--- src/rtl/gsim_residual_check.sv ---
// Residual checker for the Gauss-Seidel solver: captures b and x, recomputes b' = A*x row by row and flags mismatches.
// Define GSIM_RESIDUAL_MAXERR_EN to add the max_err output (largest |rec_diff| of the frame).
`timescale 1ns/1ps
module gsim_residual_check #(
    parameter int TOL = 1,
    parameter int N   = 16
) (
    input  logic               clk,
    input  logic               reset,
    input  logic               in_en,
    input  logic signed [15:0] b_in,
    input  logic               out_valid,
    input  logic signed [31:0] x_out,
    output logic               rec_valid,
    output logic signed [15:0] rec_b,
    output logic signed [15:0] rec_diff,
    output logic               done,
    output logic               pass,
    output logic               proto_err
`ifdef GSIM_RESIDUAL_MAXERR_EN
    ,
    output logic        [15:0] max_err
`endif
);

    localparam logic [2:0] S_IDLE    = 3'd0;
    localparam logic [2:0] S_B_CAP   = 3'd1;
    localparam logic [2:0] S_X_CAP   = 3'd2;
    localparam logic [2:0] S_COMPUTE = 3'd3;
    localparam logic [2:0] S_REPORT  = 3'd4;
    localparam logic [3:0] LAST      = 4'(N - 1);

    logic [2:0]         r_state;
    logic [3:0]         r_b_cnt;
    logic [3:0]         r_x_cnt;
    logic [3:0]         r_row;
    logic signed [15:0] r_b [N];
    logic signed [31:0] r_x [N];
    logic               r_frame_ok;
    logic               r_rec_valid;
    logic signed [15:0] r_rec_b;
    logic signed [15:0] r_rec_diff;
    logic               r_done;
    logic               r_pass;
    logic               r_proto_err;
`ifdef GSIM_RESIDUAL_MAXERR_EN
    logic [15:0]        r_max_err;
`endif

    // Taps x[r-3..r+3]; index 3 is the diagonal, out-of-range taps read as zero.
    logic signed [31:0] w_tap [7];
    always_comb begin
        for (int k = 0; k < 7; k++) begin
            w_tap[k] = '0;
            if ((int'(r_row) + k - 3 >= 0) && (int'(r_row) + k - 3 < N)) begin
                w_tap[k] = r_x[4'(int'(r_row) + k - 3)];
            end
        end
    end

    logic signed [39:0] w_c, w_p1, w_p2, w_p3, w_sum, w_q;
    assign w_c   = 40'(w_tap[3]);
    assign w_p1  = 40'(w_tap[2]) + 40'(w_tap[4]);
    assign w_p2  = 40'(w_tap[1]) + 40'(w_tap[5]);
    assign w_p3  = 40'(w_tap[0]) + 40'(w_tap[6]);
    assign w_sum = (w_c <<< 4) + (w_c <<< 2)
                 - ((w_p1 <<< 3) + (w_p1 <<< 2) + w_p1)
                 + ((w_p2 <<< 2) + (w_p2 <<< 1))
                 - w_p3;
    assign w_q   = (w_sum + 40'sd32768) >>> 16;

    logic signed [15:0] w_rec_b;
    logic signed [15:0] w_rec_diff;
    logic signed [16:0] w_diff17;
    logic        [16:0] w_abs;
    logic               w_row_ok;

    assign w_diff17 = 17'(w_rec_b) - 17'(r_b[r_row]);

    always_comb begin
        w_rec_b = w_q[15:0];
        if (w_q > 40'sd32767) begin
            w_rec_b = 16'sh7FFF;
        end else if (w_q < -40'sd32768) begin
            w_rec_b = 16'sh8000;
        end
        w_rec_diff = w_diff17[15:0];
        if (w_diff17 > 17'sd32767) begin
            w_rec_diff = 16'sh7FFF;
        end else if (w_diff17 < -17'sd32768) begin
            w_rec_diff = 16'sh8000;
        end
    end

    assign w_abs    = w_rec_diff[15] ? -17'(w_rec_diff) : 17'(w_rec_diff);
    assign w_row_ok = (w_abs <= 17'(TOL));

    always_ff @(posedge clk or posedge reset) begin
        if (reset) begin
            r_state     <= S_IDLE;
            r_b_cnt     <= '0;
            r_x_cnt     <= '0;
            r_row       <= '0;
            r_frame_ok  <= 1'b0;
            r_rec_valid <= 1'b0;
            r_rec_b     <= '0;
            r_rec_diff  <= '0;
            r_done      <= 1'b0;
            r_pass      <= 1'b0;
            r_proto_err <= 1'b0;
`ifdef GSIM_RESIDUAL_MAXERR_EN
            r_max_err   <= '0;
`endif
            // NOTE: the b/x buffers are reset as well, so an aborted frame leaves no stale samples behind.
            for (int i = 0; i < N; i++) begin
                r_b[i] <= '0;
                r_x[i] <= '0;
            end
        end else begin
            r_rec_valid <= 1'b0;
            r_done      <= 1'b0;
            case (r_state)
                S_IDLE: begin
                    if (out_valid) r_proto_err <= 1'b1;
                    if (in_en) begin
                        r_b[0]  <= b_in;
                        r_b_cnt <= 4'd1;
                        r_pass  <= 1'b0;
                        r_state <= S_B_CAP;
                    end
                end
                S_B_CAP: begin
                    if (out_valid) r_proto_err <= 1'b1;
                    if (in_en) begin
                        r_b[r_b_cnt] <= b_in;
                        r_b_cnt      <= r_b_cnt + 4'd1;
                        if (r_b_cnt == LAST) begin
                            r_x_cnt <= '0;
                            r_state <= S_X_CAP;
                        end
                    end
                end
                S_X_CAP: begin
                    if (in_en) r_proto_err <= 1'b1;
                    if (out_valid) begin
                        r_x[r_x_cnt] <= x_out;
                        r_x_cnt      <= r_x_cnt + 4'd1;
                        if (r_x_cnt == LAST) begin
                            r_row      <= '0;
                            r_frame_ok <= 1'b1;
`ifdef GSIM_RESIDUAL_MAXERR_EN
                            r_max_err  <= '0;
`endif
                            r_state    <= S_COMPUTE;
                        end
                    end
                end
                S_COMPUTE: begin
                    if (in_en) r_proto_err <= 1'b1;
                    r_rec_valid <= 1'b1;
                    r_rec_b     <= w_rec_b;
                    r_rec_diff  <= w_rec_diff;
                    r_frame_ok  <= r_frame_ok & w_row_ok;
`ifdef GSIM_RESIDUAL_MAXERR_EN
                    if (w_abs[15:0] > r_max_err) r_max_err <= w_abs[15:0];
`endif
                    r_row <= r_row + 4'd1;
                    if (r_row == LAST) r_state <= S_REPORT;
                end
                S_REPORT: begin
                    if (in_en) r_proto_err <= 1'b1;
                    r_done  <= 1'b1;
                    r_pass  <= r_frame_ok;
                    r_state <= S_IDLE;
                end
                default: r_state <= S_IDLE;
            endcase
        end
    end

    assign rec_valid = r_rec_valid;
    assign rec_b     = r_rec_b;
    assign rec_diff  = r_rec_diff;
    assign done      = r_done;
    assign pass      = r_pass;
    assign proto_err = r_proto_err;
`ifdef GSIM_RESIDUAL_MAXERR_EN
    assign max_err   = r_max_err;
`endif

endmodule

--- config.mk ---
export PLATFORM = sky130hd
export DESIGN_NAME = gsim_residual_check
export DESIGN_NICKNAME = d
export VERILOG_FILES = /design/src/rtl/gsim_residual_check.sv
export SDC_FILE = /design/constraint.sdc
export NUM_CORES = 2
export LEC_CHECK = 0
export CAP_MARGIN = 20
export CORE_MARGIN = 2
export CORE_UTILIZATION = 57
export CTS_BUF_LIST = sky130_fd_sc_hd__clkbuf_2 sky130_fd_sc_hd__clkbuf_4 sky130_fd_sc_hd__clkbuf_8
export CTS_CLUSTER_SIZE = 28
export DETAILED_ROUTE_END_ITERATION = 7
export GPL_TIMING_DRIVEN = 0
export PLACE_DENSITY = 0.73
export SYNTH_ARGS = -nofsm -noshare
export SYNTH_HDL_FRONTEND = slang
export SYNTH_SLANG_ARGS = --single-unit
--- constraint.sdc ---
create_clock -name clk -period 36.2 [get_ports clk]
set_input_delay 7.24 -clock clk [delete_from_list [all_inputs] [get_ports clk]]
set_output_delay 7.24 -clock clk [all_outputs]
set_load 0.02 [all_outputs]
==> qor.yml <==
rsz0062_at_grt: "no"
r2r_slack_ps: 9510
io_pins: 88
io_buffers: 87
syn_area_mm2: 0.0641
clk_latency_ps: 990
synth_top_area_cell: "dfrtp_1"
synth_ff_type: "dfrtp_1"
run_status: "finished, violations left"
post-route-drc-count: 20
ant_nets: 0
drive_gt1_share_pct: 38.9
crit_path_top_delay_cell: "clkinv_1"
timing.final.crit_share_pct: 73.7
ys.warnings.count: 0
synth-seq-cells: 820
cts_buffer_depth: 3
routedWlPerCell_um: 39.6
std_cell_rows: 122
post-cts-setup-buffer-count: 0
dp_hpwl_um: 195000
avgSynthCellArea_um2: 13.3
coreArea_mm2: 0.111
hold_path_startpoint: "r_b[241]$_DFFE_PP0P_"
ys_seq_area_share_pct: 32.0
finalHoldViolCount: 0
drt-pass1-iter-count: 8
synthTopCellsByArea: "dfrtp_1 32%, mux4_2 27%, mux2_2 13%"
required_ps: 37070
criticalPathCategory: "reg -> reg"
setup_viol_count_final: 0
die-area_mm2: 0.115
fmax_ghz: 0.0375
dieHeight_um: 339
slowest_delay_ps: 970
drv_slew: 0
fin_util_pct: 65.2
violations: "DRC"
grt_pass1_wl_um: 374000
die_w_um: 339
drt-vias-per-instance: 7.61
cts_tree: "done"
gp_congestion: 1.07
layout.nets: 5624
rr_startpoint: "r_row[1]$_DFFE_PP0P_"
synth_edf_count: 0
crit_fanout: 10
cts.repair.resized: 0
antenna_found_initial: 14
grt_usage_pct: 46.7
hold_depth: 2
critPathLaunchType: "flip-flop"
grt_max_degree: 132
numCtsBuffers: 147
start_util_pct: 57.7
yosys.cell_types.count: 102
first_global_vias: 50086
path_clk_slew_ps: 60
worstMarginPinSlew_ps: 1380
overflow: 0
async_reset_ff_share_pct: 100
syn-instance-count: 4805
area_growth_pct: 13.2
cts_sinks: 820
yosysTopAreaCellShare_pct: 32.0
totalWireLength_um: 269000
vias: 51704
r2r_cells: 80
cts-root-buf: "clkbuf_8"
worstHoldPathType: "reg -> reg"
drtIter0Drc: 9142
syn-num-nets: 5265
worstPathArrival_ps: 27560
holdPathEnd: "r_b[241]$_DFFE_PP0P_"
crit_path_frequent_cell: "a21oi_1"
nFillCells: 8396
max-slew-margin-rel_pct: 8.10
cts_hold_buf: 0
htreeDepth: 4
period_minus_slack_ps: 26690
maxCapViolations: 0
skew_ps: 58.4
r2r-end: "r_frame_ok$_DFFE_PP0P_"
cp-end-kind: "flip-flop"
## layer usage
metal / vias to the layer above / share of wire, % / global-route usage, %
met1: 26156 / 33 / 55.9
met4: 32 / 9.8 / 34.7
met2: 4880 / 40 / 62.0
li1: 19114 / - / -
met3: 1522 / 17 / 26.6
met5: - / 0.27 / 4.04
## layout make-up
| type | instances | area (µm²) | area share, % |
|---|---|---|---|
| multi-input cells | 3396 | 41300 | 56.9 |
| plain buffers | 375 | 1570 | 2.16 |
| well taps | 1488 | 1860 | 2.57 |
| clock inverters | 51 | 704 | 0.972 |
| repair buffers | 210 | 2920 | 4.03 |
| flip-flops and latches | 820 | 20500 | 28.3 |
| clock buffers | 217 | 2780 | 3.83 |
| diodes | 22 | 55.1 | 0.0759 |
| inverters | 214 | 811 | 1.12 |
## logic make-up (layout without fill, tap and decap cells)
| logic type | after synthesis | in the layout | synth area share [%] |
|---|---|---|---|
| multiplexers | 1529 | 1529 | 40.2 |
| AO/OA/AOI/OAI | 505 | 505 | 5.43 |
| buffers and inverters | 589 | 1067 | 3.57 |
| other | 0 | 22 | 0 |
| AND/OR/NAND/NOR | 822 | 822 | 6.16 |
| adder cells (fa/ha/maj) | 422 | 422 | 10.9 |
| XOR/XNOR | 118 | 118 | 1.76 |
| flip-flops | 820 | 820 | 32.0 |
## per-stage QoR
step	cells	setup TNS, ps	instance area (µm²)	hold WS [ps]	setup slack, ps
2_1_floorplan	4805	0	64100	445	5930
5_1_grt	6775	0	72500	510	9090
3_5_place_dp	6481	0	68600	469	10160
3_3_place_gp	6380	-2723690	66800	456	-3520
6_report	6793	0	72500	482	9510
4_1_cts	6749	0	72100	483	10000
## layout by cell type (no fill, tap or decap), drive strengths merged, types with 16 or more instances in the layout
| master | n |
|---|---|
| a211oi | 50 |
| a21o | 16 |
| a21oi | 108 |
| a311oi | 33 |
| a31oi | 24 |
| and2 | 59 |
| and3 | 19 |
| buf | 245 |
| clkbuf | 470 |
| clkdlybuf4s50 | 87 |
| clkinv | 29 |
| dfrtp | 820 |
| diode | 22 |
| fa | 230 |
| ha | 178 |
| inv | 222 |
| mux2 | 756 |
| mux4 | 758 |
| nand2 | 390 |
| nand2b | 20 |
| nand3 | 39 |
| nand4 | 22 |
| nor2 | 87 |
| nor2b | 111 |
| nor3 | 36 |
| o21a | 19 |
| o21ai | 116 |
| o21bai | 27 |
| or3 | 17 |
| xnor2 | 78 |
| xor2 | 40 |
## critical path, delay by kind of cell (launching register included)
family | cells | cell delay [ps]
xor+xnor | 3 | 1070
fa+ha+maj | 11 | 4210
buf+inv | 22 | 9630
flops | 1 | 520
simple gates | 10 | 1820
compound gates | 34 | 9270
## worst max path at each step
stage / start / to / slack, ps / depth (start not counted)
final: r_row[1]$_DFFE_PP0P_ / r_frame_ok$_DFFE_PP0P_ / 9510 / 80
after global routing: r_row[1]$_DFFE_PP0P_ / r_frame_ok$_DFFE_PP0P_ / 9090 / 80
after CTS: r_row[1]$_DFFE_PP0P_ / r_frame_ok$_DFFE_PP0P_ / 10000 / 80
after detailed placement: r_row[1]$_DFFE_PP0P_ / r_frame_ok$_DFFE_PP0P_ / 10160 / 80
after global placement: reset / r_x[108]$_DFFE_PP0P_ / -3520 / 2
after floorplan: reset / done$_DFF_PP0_ / 5930 / 1
## synth_stat cells (all sizes together) (20+ instances only)
master    n
a211oi   50
a21oi   108
a311oi   33
a31oi    24
and2     59
buf     123
clkbuf  252
dfrtp   820
fa      230
ha      178
inv     212
mux2    756
mux4    758
nand2   390
nand2b   20
nand3    39
nand4    22
nor2     87
nor2b   111
nor3     36
o21ai   116
o21bai   27
xnor2    78
xor2     40
## flip-flops by register name, summed over array words and instances, names as in the netlist
register / cells
proto_err: 1
r_x: 512
rec_b: 16
done: 1
pass: 1
r_b: 256
r_b_cnt: 4
rec_valid: 1
r_state: 3
r_frame_ok: 1
r_row: 4
rec_diff: 16
r_x_cnt: 4
Power is not shown: default switching activity piles up to over one toggle a cycle in this logic, so the estimate is an artifact.
